--- src/rtl/addsub_iter_sat.sv ---
// -----------------------------------------------------------------------------
// addsub_iter_sat
// Multi-cycle saturating signed adder/subtractor. It shares one CHUNK-bit
// adder slice across WIDTH/CHUNK clock cycles. Results and Z/V/N flags are
// registered so they can feed the flag register directly.
//
// Ports:
//   clk    in   1      system clock, rising edge
//   rst_n  in   1      asynchronous active-low reset
//   start  in   1      operation request, sampled only while not busy
//   A      in   WIDTH  signed operand A
//   B      in   WIDTH  signed operand B
//   Sub    in   1      1: A-B, 0: A+B
//   busy   out  1      high from the accept edge until the done cycle
//   done   out  1      one-cycle pulse; Sum/flags are valid from this cycle
//   Sum    out  WIDTH  saturated result, held until the next done
//   Z      out  1      Sum == 0
//   V      out  1      signed overflow occurred (Sum saturated)
//   N      out  1      Sum sign bit
//
// WIDTH must be a multiple of CHUNK with at least two chunks.
// -----------------------------------------------------------------------------
module addsub_iter_sat #(
    parameter int WIDTH = 16,
    parameter int CHUNK = 4
) (
    input  logic             clk,
    input  logic             rst_n,
    input  logic             start,
    input  logic [WIDTH-1:0] A,
    input  logic [WIDTH-1:0] B,
    input  logic             Sub,
    output logic             busy,
    output logic             done,
    output logic [WIDTH-1:0] Sum,
    output logic             Z,
    output logic             V,
    output logic             N
);

    localparam int ITER = WIDTH / CHUNK;
    localparam int CW   = (ITER > 1) ? $clog2(ITER) : 1;

    typedef enum logic [1:0] {
        IDLE = 2'b00,
        CALC = 2'b01,
        DONE = 2'b10
    } state_t;

    // Clamp to the extreme of the side operand A was on when overflow occurred.
    function automatic logic [WIDTH-1:0] sat_fn(
        input logic [WIDTH-1:0] raw,
        input logic             ovf,
        input logic             a_neg
    );
        logic [WIDTH-1:0] res;
        if (!ovf) begin
            res = raw;
        end else if (a_neg) begin
            res = {1'b1, {(WIDTH-1){1'b0}}};
        end else begin
            res = {1'b0, {(WIDTH-1){1'b1}}};
        end
        return res;
    endfunction

    state_t           state_r, state_nxt_s;
    logic [WIDTH-1:0] opa_r, opb_r, psum_r;
    logic             carry_r;
    logic             a_neg_r;
    logic [CW-1:0]    cnt_r;
    logic [WIDTH-1:0] sum_r;
    logic             z_r, v_r, n_r, busy_r, done_r;

    logic [CHUNK:0]   slice_s;
    logic [WIDTH-1:0] raw_s;
    logic [WIDTH-1:0] sat_s;
    logic             last_s, c_msb_in_s, c_msb_out_s, v_s;
    logic             load_s, finish_s;

    // Adder slice and final-chunk overflow/saturation logic.
    // Operands shift right each step, so the active slice is always the low
    // CHUNK bits; the partial sum fills in from the top.
    always_comb begin
        slice_s = {1'b0, opa_r[CHUNK-1:0]} + {1'b0, opb_r[CHUNK-1:0]}
                + {{CHUNK{1'b0}}, carry_r};
        last_s  = (cnt_r == CW'(ITER - 1));
        raw_s   = {slice_s[CHUNK-1:0], psum_r[WIDTH-1:CHUNK]};
        // Carry into the MSB recovered from the MSB sum bit and its operands.
        c_msb_in_s  = slice_s[CHUNK-1] ^ opa_r[CHUNK-1] ^ opb_r[CHUNK-1];
        c_msb_out_s = slice_s[CHUNK];
        v_s         = c_msb_in_s ^ c_msb_out_s;
        sat_s       = sat_fn(raw_s, v_s, a_neg_r);
    end

    // Next-state and control decode.
    always_comb begin
        state_nxt_s = state_r;
        load_s      = 1'b0;
        finish_s    = 1'b0;
        case (state_r)
            IDLE: begin
                if (start) begin
                    load_s      = 1'b1;
                    state_nxt_s = CALC;
                end else begin
                    state_nxt_s = IDLE;
                end
            end
            CALC: begin
                if (last_s) begin
                    finish_s    = 1'b1;
                    state_nxt_s = DONE;
                end else begin
                    state_nxt_s = CALC;
                end
            end
            DONE: begin
                if (start) begin
                    load_s      = 1'b1;
                    state_nxt_s = CALC;
                end else begin
                    state_nxt_s = IDLE;
                end
            end
            default: begin
                state_nxt_s = IDLE;
            end
        endcase
    end

    // State register.
    always_ff @(posedge clk or negedge rst_n) begin
        if (!rst_n) begin
            state_r <= IDLE;
        end else begin
            state_r <= state_nxt_s;
        end
    end

    // Operand latch and iterative datapath.
    always_ff @(posedge clk or negedge rst_n) begin
        if (!rst_n) begin
            opa_r   <= {WIDTH{1'b0}};
            opb_r   <= {WIDTH{1'b0}};
            psum_r  <= {WIDTH{1'b0}};
            carry_r <= 1'b0;
            a_neg_r <= 1'b0;
            cnt_r   <= {CW{1'b0}};
        end else if (load_s) begin
            // Subtraction as A + ~B + 1: invert here, the +1 is the carry-in.
            opa_r   <= A;
            opb_r   <= B ^ {WIDTH{Sub}};
            psum_r  <= {WIDTH{1'b0}};
            carry_r <= Sub;
            a_neg_r <= A[WIDTH-1];
            cnt_r   <= {CW{1'b0}};
        end else if (state_r == CALC) begin
            opa_r   <= opa_r >> CHUNK;
            opb_r   <= opb_r >> CHUNK;
            psum_r  <= raw_s;
            carry_r <= slice_s[CHUNK];
            cnt_r   <= cnt_r + CW'(1);
        end else begin
            opa_r   <= opa_r;
            opb_r   <= opb_r;
            psum_r  <= psum_r;
            carry_r <= carry_r;
            a_neg_r <= a_neg_r;
            cnt_r   <= cnt_r;
        end
    end

    // Result/flag registers (updated only at the final-chunk edge) and handshake outputs.
    always_ff @(posedge clk or negedge rst_n) begin
        if (!rst_n) begin
            sum_r  <= {WIDTH{1'b0}};
            z_r    <= 1'b0;
            v_r    <= 1'b0;
            n_r    <= 1'b0;
            busy_r <= 1'b0;
            done_r <= 1'b0;
        end else begin
            if (finish_s) begin
                sum_r <= sat_s;
                z_r   <= (sat_s == {WIDTH{1'b0}});
                v_r   <= v_s;
                n_r   <= sat_s[WIDTH-1];
            end else begin
                sum_r <= sum_r;
                z_r   <= z_r;
                v_r   <= v_r;
                n_r   <= n_r;
            end
            busy_r <= (state_nxt_s == CALC);
            done_r <= (state_nxt_s == DONE);
        end
    end

    assign busy = busy_r;
    assign done = done_r;
    assign Sum  = sum_r;
    assign Z    = z_r;
    assign V    = v_r;
    assign N    = n_r;

endmodule

--- config.mk ---
export PLATFORM = sky130hd
export DESIGN_NAME = addsub_iter_sat
export DESIGN_NICKNAME = d
export VERILOG_FILES = /design/src/rtl/addsub_iter_sat.sv
export SDC_FILE = /design/constraint.sdc
export NUM_CORES = 1
export LEC_CHECK = 0
export ABC_AREA = 1
export CORE_ASPECT_RATIO = 0.6
export CORE_MARGIN = 2
export CORE_UTILIZATION = 40
export CTS_BUF_LIST = sky130_fd_sc_hd__clkbuf_2 sky130_fd_sc_hd__clkbuf_4 sky130_fd_sc_hd__clkbuf_8
export DETAILED_ROUTE_END_ITERATION = 8
export DONT_BUFFER_PORTS = 1
export GPL_TIMING_DRIVEN = 0
export PLACE_DENSITY = 0.52
export SKIP_CTS_REPAIR_TIMING = 1
export SYNTH_ARGS = -nofsm -noshare
export SYNTH_HDL_FRONTEND = slang
export SYNTH_SLANG_ARGS = --single-unit
export TNS_END_PERCENT = 20
--- constraint.sdc ---
create_clock -name clk -period 2 [get_ports clk]
set_clock_uncertainty 0.1 [all_clocks]
set_input_delay 0.6 -clock clk [delete_from_list [all_inputs] [get_ports clk]]
set_output_delay 0.6 -clock clk [all_outputs]
set_load 0.05 [all_outputs]
After elaboration in Yosys (flattened, before gate mapping)

Index checks and enable logic that the tools add are counted.

Register bits: 75
Latch bits: 0
Memory bits (writable): 0
Memory bits (read-only): 0
Input port bits: 36
Output and inout bits: 21
Logic and storage cells: 48
Memories kept: 0

Add/sub/neg operators: 3
Multiply operators: 0
Divide/modulo/power cells: 0
Magnitude comparators: 0
Equal/unequal tests: 5
Shift operators: 0
Mux-type cells: 19
Bitwise operators: 4
Reduce and logical (&&, ||, !) cells: 4

Operators with widths:

| operator                                             | count |
|---|---|
| 2-to-1 mux 16 bit                                    | 8 |
| zero test 16 bit                                     | 1 |
| XOR 16 bit                                           | 1 |
| 2-to-1 mux 1 bit                                     | 7 |
| equality test 2 bit (second input constant)          | 3 |
| 2-to-1 mux 2 bit                                     | 3 |
| adder 4 x 4 -> 5 bit                                 | 1 |
| adder 5 x 1 -> 5 bit                                 | 1 |
| equality test 2 x 1 -> 1 bit (second input constant) | 2 |
| one-hot mux 2 bit (2 select lines)                   | 1 |
| XOR 1 bit                                            | 3 |
| adder 2 x 1 -> 2 bit (second input constant)         | 1 |
| zero test 2 bit                                      | 1 |
| nonzero test 2 bit                                   | 1 |
| OR reduction 2 bit                                   | 1 |

Logic depth before layout (Yosys ltp)

Gate-level depths: netlist of run 1.

Word-level depth: 7
Mapped depth: 15
Depth with buffers taken out: 15

Worst setup path before layout of run 1

Ideal clock, no wire load.

Path kind: register -> register
Start: register opa_r[0]
End: register sum_r[10] (netlist: Sum[10])
Library setup time: 0.073 ns
Arrival: 1.980 ns
Data required time: 1.827 ns
Slack: -0.153 ns
Stages on the path, launching flop included: 14
Path buffers: 1
Clock period less this slack: 2.153 ns
Cells stage by stage: dfrtp_1 -> fa_1 -> inv_1 -> fa_1 -> nand3b_1 -> nand2_1 -> nand2_2 -> nand2_2 -> nand2_4 -> nand3_4 -> nand2_4 -> clkinv_4 -> buf_6 -> a2bb2oi_2

Word-level cells in the longest chain between the ends: 6

Ends and longest elaborated chain:

| element                  | line | source |
|---|---|---|
| start: declaration       | 68   | `logic [WIDTH-1:0] opa_r, opb_r, psum_r;` |
| start signal: assignment | 144  | `opa_r <= {WIDTH{1'b0}};` |
| start signal: assignment | 159  | `opa_r <= opa_r >> CHUNK;` |
| start signal: assignment | 165  | `opa_r <= opa_r;` |
| adder 4 x 4 -> 5 bit (*) | 85   | `slice_s = {1'b0, opa_r[CHUNK-1:0]} + {1'b0, opb_r[CHUNK-1:0]}` |
| adder 5 x 1 -> 5 bit (*) | 86   | `+ {{CHUNK{1'b0}}, carry_r};` |
| XOR 1 bit (2 in a row)   | 90   | `c_msb_in_s = slice_s[CHUNK-1] ^ opa_r[CHUNK-1] ^ opb_r[CHUNK-1];` |
| XOR 1 bit (*)            | 92   | `v_s = c_msb_in_s ^ c_msb_out_s;` |
| 2-to-1 mux 16 bit (*)    | 57   | `if (!ovf) begin` |
| end signal: assignment   | 177  | `sum_r <= {WIDTH{1'b0}};` |
| end signal: assignment   | 185  | `sum_r <= sat_s;` |
| end signal: assignment   | 190  | `sum_r <= sum_r;` |
| end: declaration         | 72   | `logic [WIDTH-1:0] sum_r;` |

Mark *: on every way between the ends. The rest lies on a longest branch, timed or not.
A chain may end at the register's enable or synchronous reset.

Worst setup path after layout of run 1

Start: register carry_r
End: register z_r (netlist: Z)

Word-level cells in the longest chain between the ends: 6

Ends and longest elaborated chain:

| element                  | line | source |
|---|---|---|
| start: declaration       | 69   | `logic carry_r;` |
| start signal: assignment | 155  | `carry_r <= Sub;` |
| start signal: assignment | 162  | `carry_r <= slice_s[CHUNK];` |
| start signal: assignment | 168  | `carry_r <= carry_r;` |
| adder 5 x 1 -> 5 bit (*) | 86   |  |
| XOR 1 bit (2 in a row)   | 90   |  |
| XOR 1 bit                | 92   |  |
| 2-to-1 mux 16 bit (*)    | 57   |  |
| zero test 16 bit (*)     | 186  | `z_r <= (sat_s == {WIDTH{1'b0}});` |
| end signal: assignment   | 186  |  |
| end signal: assignment   | 191  | `z_r <= z_r;` |
| end: declaration         | 73   | `logic z_r, v_r, n_r, busy_r, done_r;` |

Marked as above.

==> results of run 1 <==
## worst max-delay path, delay by kind of cell (launching register included)
kind,cells,cell delay [ps]
AND/OR/NAND/NOR,10,1020
adder cells (fa/ha/maj),2,610
flip-flops,1,410
buffers and inverters,1,70
AO/OA/AOI/OAI,1,70
## kinds of logic (layout without fill, tap and decap cells)
family          count (synthesis)  in the layout  synth area share, %
simple gates                   82             82                 11.6
buf+inv                        64             86                 8.34
xor+xnor                       19             19                 4.95
compound gates                105            105                 20.3
flops                          70             70                 52.1
fa+ha+maj                       6              6                 2.68
## layer usage
metal | wire length [µm] | share of wire [%] | track usage (%) | vias up
met3 | 455 | 5.8 | 6.97 | 2
met5 | 0 | 0 | 0 | -
met1 | 4130 | 52 | 28.7 | 1193
met2 | 3280 | 42 | 25.0 | 58
li1 | - | - | - | 1177
met4 | 30 | 0.38 | 5.75 | 0
## Yosys cell counts, types with 2 or more instances
cell type                   count  share of area (%)
sky130_fd_sc_hd__xor2_1        13                3.4
sky130_fd_sc_hd__nand3_2        2               0.60
sky130_fd_sc_hd__nand2_1       54                6.0
sky130_fd_sc_hd__nand2_2        4               0.74
sky130_fd_sc_hd__inv_1         41                4.6
sky130_fd_sc_hd__a21oi_1        7                1.0
sky130_fd_sc_hd__buf_4          2               0.45
sky130_fd_sc_hd__xnor2_1        6                1.6
sky130_fd_sc_hd__a2bb2oi_2     10                4.5
sky130_fd_sc_hd__buf_2          5               0.74
sky130_fd_sc_hd__ha_1           4                1.5
sky130_fd_sc_hd__a2bb2oi_1      2               0.52
sky130_fd_sc_hd__nor2_1         7               0.78
sky130_fd_sc_hd__clkbuf_1      10                1.1
sky130_fd_sc_hd__o22ai_1       10                1.9
sky130_fd_sc_hd__o211ai_1       3               0.67
sky130_fd_sc_hd__inv_2          3               0.34
sky130_fd_sc_hd__o221ai_1       3               0.78
sky130_fd_sc_hd__o21a_1         3               0.67
sky130_fd_sc_hd__o21ai_0       63                9.4
sky130_fd_sc_hd__nand3_1        8                1.2
sky130_fd_sc_hd__dfrtp_1       70                 52
sky130_fd_sc_hd__fa_1           2                1.2
sky130_fd_sc_hd__nand2_4        3                1.0
## flip-flops by register name, summed over array words and instances, names as in the netlist, 2 cells and up
register,flops
Sum,16
opb_r,16
opa_r,16
psum_r,12
cnt_r,2
state_r,2
## final cells by class
cell class | count | area [µm²]
Clock inverter | 4 | 70.1
Sequential cell | 70 | 1750
Tap cell | 108 | 135
Timing Repair Buffer | 6 | 45.0
Inverter | 46 | 194
Clock buffer | 12 | 153
Multi-Input combinational cell | 212 | 1400
Fill cell | 802 | 4160
Buffer | 18 | 97.6
## metrics by stage
step / std cells / setup slack (ps) / hold WS [ps] / area [µm²]
floorplan: 346 / -108 / 204 / 3370
global placement: 454 / -413 / 207 / 3500
detailed placement: 454 / -410 / 207 / 3500
CTS: 470 / -440 / -180 / 3720
global route: 476 / -458 / -189 / 3840
finish: 476 / -330 / -157 / 3840
## worst max-delay path by stage
stage / from / slack, ps / cells after the start / end
floorplan: opa_r[0] / -110 / 12 / Sum[10]
detailed placement: opb_r[0] / -410 / 14 / Z
global route: carry_r / -460 / 14 / Z
CTS: opb_r[0] / -440 / 14 / Z
finish: carry_r / -330 / 14 / Z
global placement: opb_r[0] / -410 / 13 / Z
==> impl_summary.log, run 1 <==
INFO  metric outcome = complete, but fails checks
INFO  metric violations = negative hold slack, negative setup slack
INFO  metric final_nets = 405
INFO  metric dpl.hpwl = 5520 µm
INFO  metric timing.rr.start = carry_r
INFO  metric hold-worst-slack = -157 ps
INFO  metric fp.dieArea = 9170 µm²
INFO  metric clk_path_buf_depth = 2
INFO  metric groute.usage.overall = 19.0%
INFO  metric ys_async_sr_fraction = 100%
INFO  metric grt_pass1_vias = 2410
INFO  metric utilization = 48.0%
INFO  metric first_pass_iters = 4
INFO  metric synth_edf_count = 0
INFO  metric insertedDiodeCount = 0
INFO  metric pin_count_of_the_biggest_net_entering_global_routing = 71
INFO  metric yosys_most_used_dff = sky130_fd_sc_hd__dfrtp_1
INFO  metric floorplan.die.height = 75.0 µm
INFO  metric critical-path-top-cell-by-count = sky130_fd_sc_hd__nand2_2
INFO  metric final_common_cell = sky130_fd_sc_hd__dfrtp_1
INFO  metric io_buffers = 0
INFO  metric worst_slew_pin_slew = 592 ps
INFO  metric worst_hold_path_type = input pin to asynchronous set/reset pin
INFO  metric fin_ws = -330 ps
INFO  metric wl_per_cell = 16.6 µm
INFO  metric tns = -4170 ps
INFO  metric final-setup-viol-count = 19
INFO  metric via_count = 2430
INFO  metric synth-warning-count = 0
INFO  metric syn-num-nets = 388
INFO  metric post_cts_clock_slew_at_the_launch_and_capture_registers_of_the_worst_setup_and_hold_paths = 70 ps
INFO  metric max_clock_freq = 0.429 GHz
INFO  metric initial_antenna_violation_count = 0
INFO  metric post_synth.cell_area_avg = 9.71 µm²
INFO  metric synth.yosys.seq_area_share = 52.1%
INFO  metric cp_data_arrival_time = 2520 ps
INFO  metric critical_path_class = flip-flop to flip-flop
INFO  metric area_growth_syn_to_layout = 14.4%
INFO  metric netlist_instances = 346
INFO  metric timing.final.crit_share = 116%
INFO  metric fraction_of_layout_instances_using_a_drive_strength_above_1 = 19.6%
INFO  metric cts-buffers-inserted = 9
INFO  metric crit_fanout = 10
INFO  metric fp.dieW = 122 µm
INFO  metric synth.lib_cells_used.distinct = 35
INFO  metric required = 2190 ps
INFO  metric hold_viol_final = 70
INFO  metric floorplan.rows = 25
INFO  metric reg2reg_depth = 14
INFO  metric tritoncts = built
INFO  metric ff2ff_setup_slack = -330 ps
INFO  metric setup.worst_path.start_class = flip-flop
INFO  metric layout.cells.most_common_list = 70 x sky130_fd_sc_hd__dfrtp_1, 62 x sky130_fd_sc_hd__o21ai_0, 48 x sky130_fd_sc_hd__nand2_1
INFO  metric floorplan.io_pins = 57
INFO  metric drt-vias-per-instance = 5.11
INFO  metric critical_path.endpoint_type = flip-flop
INFO  metric cpPeakStageDelay = 410 ps
INFO  metric cts.root.buffer_cell = sky130_fd_sc_hd__clkbuf_8
INFO  metric crit_chain = fa_2, inv_2, fa_2, nand3b_1, nand2_2, nand2_2, nand2_2, nand2_4, nand2_8, o21ai_2, nand3_1, nor2_2, nand2_2, nand2_1
INFO  metric detail_route.iter0.violations = 158
INFO  metric drc = 0
INFO  metric later_pin_clock_latency_in_the_skew_report = 350 ps
INFO  metric clkSinkCount = 70
INFO  metric regToRegEndpoint = Z
INFO  metric maxSlewHeadroom = 60.5%
INFO  metric synth.cell_area = 3360 µm²
INFO  metric drv_cap = 0
INFO  metric routed_wl = 7900 µm
INFO  metric drt.antenna.violating_nets = 0
INFO  metric setup_repair_after_global_routing_missed_its_margin = true
INFO  metric floorplan.initialDensity = 42.0%
INFO  metric drv_slew = 0
INFO  metric place_congestion = 0.757
INFO  metric post-route-min-period = 2330 ps
INFO  metric grt-ovfl-total = 0
INFO  metric flops_latches_synth = 70
INFO  metric crit_slowest_cell = sky130_fd_sc_hd__dfrtp_1
INFO  metric core_area = 8010 µm²
INFO  metric grt_first_pass_wirelength = 12700 µm
INFO  metric htree_num_levels = 3
Power of run 1 is left out: the tool's default activity adds up to more than one toggle a clock period on the data nets, which glitch-free logic cannot reach.
==> run 2, diff against run 1 <==
--- a/config.mk
+++ b/config.mk
@@ -8,12 +8,13 @@
 export ABC_AREA = 1
 export CORE_ASPECT_RATIO = 0.6
 export CORE_MARGIN = 2
-export CORE_UTILIZATION = 40
+export CORE_UTILIZATION = 59
 export CTS_BUF_LIST = sky130_fd_sc_hd__clkbuf_2 sky130_fd_sc_hd__clkbuf_4 sky130_fd_sc_hd__clkbuf_8
+export CTS_CLUSTER_SIZE = 28
 export DETAILED_ROUTE_END_ITERATION = 8
 export DONT_BUFFER_PORTS = 1
 export GPL_TIMING_DRIVEN = 0
-export PLACE_DENSITY = 0.52
+export PLACE_DENSITY = 0.74
 export SKIP_CTS_REPAIR_TIMING = 1
 export SYNTH_ARGS = -nofsm -noshare
 export SYNTH_HDL_FRONTEND = slang
==> run 2 against run 1 <==
- the run still ends with negative hold slack, negative setup slack left
- routed wire length fell by 0.87%
- worst setup slack got worse by 50 ps
- count of clock-buffer cells in the layout fell by 2
- die area fell by 31%
- critical path depth did not move
- utilization rose by 21 points
- via count rose by 4.4%
- fmax fell by 2.1%
- first-iteration DRC count rose by 32%
- cell count fell by 5.5%
- global-route usage rose by 6.9 points
- register-to-register slack got worse by 50 ps
- critical endpoint unchanged
- highest routed layer unchanged
==> impl_summary.log, run 2 (synthesized netlist as in run 1, its figures left out) <==
INFO  metric post-route-min-period = 2380 ps (+49.7 ps)
INFO  metric setup.worst_path.start_class = flip-flop
INFO  metric crit_fanout = 5 (-5)
INFO  metric wl_per_cell = 17.4 µm (+4.9%)
INFO  metric grt_first_pass_wirelength = 12400 µm (-2.5%)
INFO  metric outcome = complete, but fails checks
INFO  metric grt-ovfl-total = 0 (unchanged)
INFO  metric insertedDiodeCount = 0 (unchanged)
INFO  metric hold_viol_final = 70 (unchanged)
INFO  metric worst_hold_path_type = input pin to asynchronous set/reset pin
INFO  metric drc = 0 (unchanged)
INFO  metric pin_count_of_the_biggest_net_entering_global_routing = 71 (unchanged)
INFO  metric post_cts_clock_slew_at_the_launch_and_capture_registers_of_the_worst_setup_and_hold_paths = 80 ps (about the same)
INFO  metric floorplan.rows = 21 (-16%)
INFO  metric drv_cap = 0 (unchanged)
INFO  metric later_pin_clock_latency_in_the_skew_report = 350 ps (about the same)
INFO  metric groute.usage.overall = 25.9% (+6.9 points)
INFO  metric final_nets = 407 (+0.49%)
INFO  metric clkSinkCount = 70 (unchanged)
INFO  metric fp.dieW = 101 µm (-17%)
INFO  metric fraction_of_layout_instances_using_a_drive_strength_above_1 = 18.4% (-1.2 points)
INFO  metric worst_slew_pin_slew = 590 ps (-1.57 ps)
INFO  metric floorplan.initialDensity = 60.6% (+19 points)
INFO  metric fp.dieArea = 6330 µm² (-31%)
INFO  metric detail_route.iter0.violations = 209 (+32%)
INFO  metric io_buffers = 0 (unchanged)
INFO  metric first_pass_iters = 4 (unchanged)
INFO  metric tritoncts = built
INFO  metric area_growth_syn_to_layout = 13.9%
INFO  metric setup_repair_after_global_routing_missed_its_margin = true
INFO  metric violations = negative hold slack, negative setup slack
INFO  metric place_congestion = 0.832 (+9.8%)
INFO  metric layout.cells.most_common_list = 70 x sky130_fd_sc_hd__dfrtp_1, 62 x sky130_fd_sc_hd__o21ai_0, 52 x sky130_fd_sc_hd__nand2_1
INFO  metric floorplan.die.height = 62.5 µm (-17%)
INFO  metric via_count = 2536 (+4.4%)
INFO  metric core_area = 5540 µm² (-31%)
INFO  metric clk_path_buf_depth = 2 (unchanged)
INFO  metric timing.final.crit_share = 119% (+2.5 points)
INFO  metric fin_ws = -380 ps (-49.7 ps)
INFO  metric drv_slew = 0 (unchanged)
INFO  metric htree_num_levels = 3 (unchanged)
INFO  metric routed_wl = 7830 µm (-0.87%)
INFO  metric max_clock_freq = 0.420 GHz (-2.1%)
INFO  metric grt_pass1_vias = 2442 (+1.3%)
INFO  metric required = 2190 ps (about the same)
INFO  metric drt-vias-per-instance = 5.64 (+10%)
INFO  metric cts.root.buffer_cell = sky130_fd_sc_hd__clkbuf_8
INFO  metric cpPeakStageDelay = 410 ps (about the same)
INFO  metric preCtsSetupSlack = -366 ps (+43.7 ps)
INFO  metric critical_path_class = flip-flop to flip-flop
INFO  metric drt.antenna.violating_nets = 0 (unchanged)
INFO  metric final-setup-viol-count = 19 (unchanged)
INFO  metric cts-buffers-inserted = 9 (unchanged)
INFO  metric floorplan.io_pins = 57 (unchanged)
INFO  metric initial_antenna_violation_count = 0 (unchanged)
INFO  metric final_common_cell = sky130_fd_sc_hd__dfrtp_1
INFO  metric crit_chain = fa_2, inv_2, fa_2, nand3b_1, nand2_2, nand2_4, nand2_4, nand2_8, nand2_8, nand2_2, nand3_1, nor2_2, nand2_1, nand2_1
INFO  metric nFillCells = 441 (-45%)
INFO  metric maxSlewHeadroom = 60.6% (+0.10 points)
INFO  metric dpl.hpwl = 5270 µm (-4.4%)
INFO  metric crit_slowest_cell = sky130_fd_sc_hd__dfrtp_1
INFO  metric cp_data_arrival_time = 2570 ps (+50 ps)
INFO  metric hold-worst-slack = -166 ps (-8.78 ps)
INFO  metric critical_path.endpoint_type = flip-flop
==> run 2: worst max-delay path: cells and delay by family (launching register included) <==
kind          cells  cell delay (ps)
buf+inv           1               70
fa+ha+maj         2              610
simple gates     11             1130
flops             1              410
==> run 2: final cells by class <==
cell class,count,area [µm²],share of cell area [%]
Clock buffer,10,131,3.43
Buffer,18,101,2.65
Multi-Input combinational cell,213,1410,36.8
Tap cell,80,100,2.62
Timing Repair Buffer,7,52.6,1.37
Inverter,46,194,5.07
Clock inverter,6,86.3,2.26
Sequential cell,70,1750,45.8
==> run 2: through the flow <==
| step | area [µm²] | std cells | hold WS [ps] | utilization [%] | setup TNS, ps |
|---|---|---|---|---|---|
| floorplan | 3370 | 346 | 204 | - | -1250 |
| global placement | 3470 | 426 | 206 | 62.5 | -4480 |
| detailed placement | 3470 | 426 | 206 | 62.5 | -4700 |
| CTS | 3680 | 442 | -170 | 66.4 | -5380 |
| global route | 3820 | 450 | -187 | 69.0 | -7210 |
| finish | 3820 | 450 | -166 | 69.0 | -5170 |
==> run 2: path summary, 6_finish.rpt <==
| kind | start | endpoint | slack (ps) | cells past startpoint |
|---|---|---|---|---|
| setup / recovery | carry_r | Z | -380 | 14 |
| hold / removal | rst_n | opb_r[8] | -170 | 0 |
| setup reg to reg | carry_r | Z | -380 | 14 |
| hold reg to reg | cnt_r[0] | cnt_r[0] | 380 | 1 |
| max in group asynchronous | rst_n | Sum[2] | 1850 | 0 |
| min in group clk | A[14] | opa_r[14] | 280 | 2 |
==> run 2: metal layers <==
layer | GRT usage [%] | part of all wire (%) | vias up
met4 | 5.07 | 0.87 | 0
met3 | 8.28 | 9.0 | 7
met5 | 0 | 0 | -
li1 | - | - | 1185
met1 | 40.8 | 46 | 1251
met2 | 35.4 | 44 | 93
Power of run 2 is left out for the same reason.
==> run 3, diff against run 2 <==
--- a/config.mk
+++ b/config.mk
@@ -5,7 +5,6 @@
 export SDC_FILE = /design/constraint.sdc
 export NUM_CORES = 1
 export LEC_CHECK = 0
-export ABC_AREA = 1
 export CORE_ASPECT_RATIO = 0.6
 export CORE_MARGIN = 2
 export CORE_UTILIZATION = 59
==> run 3 against run 2 <==
- the flow still finishes with violations (negative hold slack, negative setup slack)
- critical path depth is 4 lower
- sequential cell count stayed put
- die area is 5.9% lower
- worst hold slack better by 12 ps
- cell area is 6.9% lower
- via count is 15% lower
- sequential share of layout area is 3.4 points higher
- register-to-register slack worse by 190 ps
- largest cell class unchanged
==> impl_summary.log, run 3 <==
INFO  metric outcome = complete, but fails checks
INFO  metric violations = negative hold slack, negative setup slack
INFO  metric critical_path_class = flip-flop to flip-flop
INFO  metric setup.worst_path.start_class = flip-flop
INFO  metric synthTopCellsByArea = sky130_fd_sc_hd__dfrtp_1 56%, sky130_fd_sc_hd__mux2i_1 6.4%, sky130_fd_sc_hd__a22o_1 5.6%
INFO  metric timing.rr.start = opb_r[0]
INFO  metric hold_viol_final = 70 (unchanged)
INFO  metric synth.cell_area = 3150 µm² (-6.3%)
INFO  metric clkSinkCount = 70 (unchanged)
INFO  metric wl_per_cell = 19.5 µm (+12%)
INFO  metric regToRegEndpoint = Sum[5]
INFO  metric place_congestion = 0.831 (about the same)
INFO  metric core_area = 5100 µm² (-7.9%)
INFO  metric ys_async_sr_fraction = 100% (unchanged)
INFO  metric cts.root.buffer_cell = sky130_fd_sc_hd__clkbuf_8
INFO  metric drv_slew = 0 (unchanged)
INFO  metric synth-warning-count = 0 (unchanged)
INFO  metric final_nets = 324 (-20%)
INFO  metric fp.dieW = 98.3 µm (-3.1%)
INFO  metric power.leakage = 1.67 nW
INFO  metric utilization = 69.8% (+0.79 points)
INFO  metric register_area = 1750 µm² (about the same)
INFO  metric post-route-min-period = 2570 ps (+195 ps)
INFO  metric yosysTopAreaCell = sky130_fd_sc_hd__dfrtp_1
INFO  metric yosys-top-cells-count = 70 x sky130_fd_sc_hd__dfrtp_1, 30 x sky130_fd_sc_hd__nand2_1, 22 x sky130_fd_sc_hd__o21ai_0
INFO  metric fraction_of_layout_instances_using_a_drive_strength_above_1 = 18.0% (-0.42 points)
INFO  metric hold-worst-slack = -154 ps (+12.2 ps)
INFO  metric post_cts_clock_slew_at_the_launch_and_capture_registers_of_the_worst_setup_and_hold_paths = 70 ps (about the same)
INFO  metric grt_first_pass_wirelength = 11000 µm (-12%)
INFO  metric synth.yosys.seq_area_share = 55.6% (+3.5 points)
INFO  metric reg2reg_depth = 10 (-4)
INFO  metric initial_antenna_violation_count = 0 (unchanged)
INFO  metric fp.dieArea = 5960 µm² (-5.9%)
INFO  metric grt-ovfl-total = 0 (unchanged)
INFO  metric final-setup-viol-count = 18 (-1)
INFO  metric routed_wl = 6810 µm (-13%)
INFO  metric yosys_most_used_dff = sky130_fd_sc_hd__dfrtp_1
INFO  metric drt.antenna.violating_nets = 0 (unchanged)
INFO  metric clk_path_buf_depth = 2 (unchanged)
INFO  metric post_synth.cell_area_avg = 11.9 µm² (+22%)
INFO  metric cp_data_arrival_time = 2690 ps (+120 ps)
INFO  metric groute.usage.overall = 24.8% (-1.1 points)
INFO  metric timing.final.crit_share = 129% (+9.7 points)
INFO  metric floorplan.rows = 20 (-4.8%)
INFO  metric htree_num_levels = 3 (unchanged)
INFO  metric crit_fanout = 8 (+3)
INFO  metric cts-buffers-inserted = 9 (unchanged)
INFO  metric layout.cells.most_common_list = 69 x sky130_fd_sc_hd__dfrtp_1, 30 x sky130_fd_sc_hd__nand2_1, 22 x sky130_fd_sc_hd__o21ai_0
INFO  metric detail_route.iter0.violations = 151 (-28%)
INFO  metric floorplan.die.height = 60.6 µm (-3.0%)
INFO  metric syn-num-nets = 307 (-21%)
INFO  metric io_buffers = 0 (unchanged)
INFO  metric yosysTopAreaCellShare = 55.6% (+3.5 points)
INFO  metric grt_pass1_vias = 2034 (-17%)
INFO  metric flops_latches_synth = 70 (unchanged)
INFO  metric later_pin_clock_latency_in_the_skew_report = 340 ps (about the same)
INFO  metric area_growth_syn_to_layout = 13.1%
INFO  metric first_pass_iters = 4 (unchanged)
INFO  metric dpl.hpwl = 4580 µm (-13%)
INFO  metric ff2ff_setup_slack = -570 ps (-190 ps)
INFO  metric maxSlewHeadroom = 63.7% (+3.0 points)
INFO  metric multi_input_area = 1330 µm² (-5.4%)
INFO  metric areal_power_density_over_the_cells = 2040 nW/µm²
INFO  metric insertedDiodeCount = 0 (unchanged)
INFO  metric drc = 0 (unchanged)
INFO  metric max_clock_freq = 0.388 GHz (-7.6%)
INFO  metric final_common_cell = sky130_fd_sc_hd__dfrtp_1
INFO  metric floorplan.initialDensity = 61.7% (+1.1 points)
INFO  metric preCtsSetupSlack = -623 ps (-257 ps)
INFO  metric required = 2120 ps (-70 ps)
INFO  metric irDropWorstVdd = 0.937 mV
INFO  metric pin_count_of_the_biggest_net_entering_global_routing = 71 (unchanged)
INFO  metric drv_cap = 0 (unchanged)
INFO  metric setup_repair_after_global_routing_missed_its_margin = true
INFO  metric netlist_instances = 265 (-23%)
INFO  metric tritoncts = built
INFO  metric fin_ws = -575 ps (-195 ps)
INFO  metric worst_slew_pin_slew = 545 ps (-45.6 ps)
INFO  metric synth.lib_cells_used.distinct = 36 (+2.9%)
INFO  metric via_count = 2161 (-15%)
INFO  metric synth_edf_count = 0 (unchanged)
INFO  metric nFillCells = 374 (-15%)
INFO  metric critical_path.endpoint_type = flip-flop
INFO  metric post-synth-top-count-cell = sky130_fd_sc_hd__dfrtp_1
INFO  metric drt-vias-per-instance = 6.17 (+9.6%)
INFO  metric worst_hold_path_type = input pin to asynchronous set/reset pin
INFO  metric floorplan.io_pins = 57 (unchanged)
[run 3: per-layer routing]
metal	GRT usage (%)	wire length [µm]	vias to the layer above
met5	0	0	-
li1	-	-	990
met1	38.3	3270	1074
met2	33.6	2880	93
met4	7.63	40	0
met3	7.49	626	4
[run 3: critical path, stage by stage (launching register included)]
cell and delay (ps):
sky130_fd_sc_hd__dfrtp_1 390, sky130_fd_sc_hd__fa_2 230, sky130_fd_sc_hd__inv_2 40, sky130_fd_sc_hd__fa_2 370, sky130_fd_sc_hd__nand2b_4 160, sky130_fd_sc_hd__a21oi_4 200
sky130_fd_sc_hd__xnor2_4 120, sky130_fd_sc_hd__xnor2_2 170, sky130_fd_sc_hd__and2_4 230, sky130_fd_sc_hd__buf_8 140, sky130_fd_sc_hd__a221o_1 320
[run 3: how the worst max path moves through the flow]
stage	endpoint	depth (start not counted)	startpoint	slack [ps]
finish	Sum[5]	10	opb_r[0]	-570
floorplan	Sum[9]	11	carry_r	-410
detailed placement	Sum[12]	10	opb_r[0]	-620
global placement	Sum[7]	10	opb_r[0]	-610
CTS	Sum[12]	10	opb_r[0]	-660
global route	Sum[7]	10	carry_r	-660
[run 3: cell families after synthesis]
| logic type | Yosys count | synth area share [%] |
|---|---|---|
| flops | 70 | 55.6 |
| simple gates | 49 | 6.95 |
| compound gates | 71 | 17.5 |
| mux | 21 | 6.71 |
| fa+ha+maj | 6 | 2.86 |
| buf+inv | 27 | 4.05 |
| xor+xnor | 21 | 6.32 |
[run 3: area by class of cell]
class / count / area share [%]
Sequential cell: 70 / 49.2
Multi-Input combinational cell: 168 / 37.4
Clock buffer: 12 / 4.64
Buffer: 20 / 2.92
Tap cell: 66 / 2.32
Timing Repair Buffer: 7 / 2.07
Clock inverter: 1 / 0.843
Inverter: 6 / 0.632
[run 3: per-stage QoR]
stage	hold WS [ps]	TNS (ps)	area, µm²	std cells	power, mW
after floorplan	204	-6060	3170	265	5.10
after CTS	-170	-9700	3450	344	6.89
after detailed placement	206	-13940	3250	331	5.74
final	-154	-8470	3560	350	7.26
after global placement	206	-13420	3250	331	5.66
after global routing	-179	-10100	3560	350	7.71
[run 3: power by group]
part	internal (mW)	switching [mW]	total, mW	leakage [nW]
logic	1.45	1.57	3.02	0.679
clock network	0.658	0.484	1.14	0.100
registers	2.03	1.07	3.10	0.887
Power figures use the tool's default switching activity.
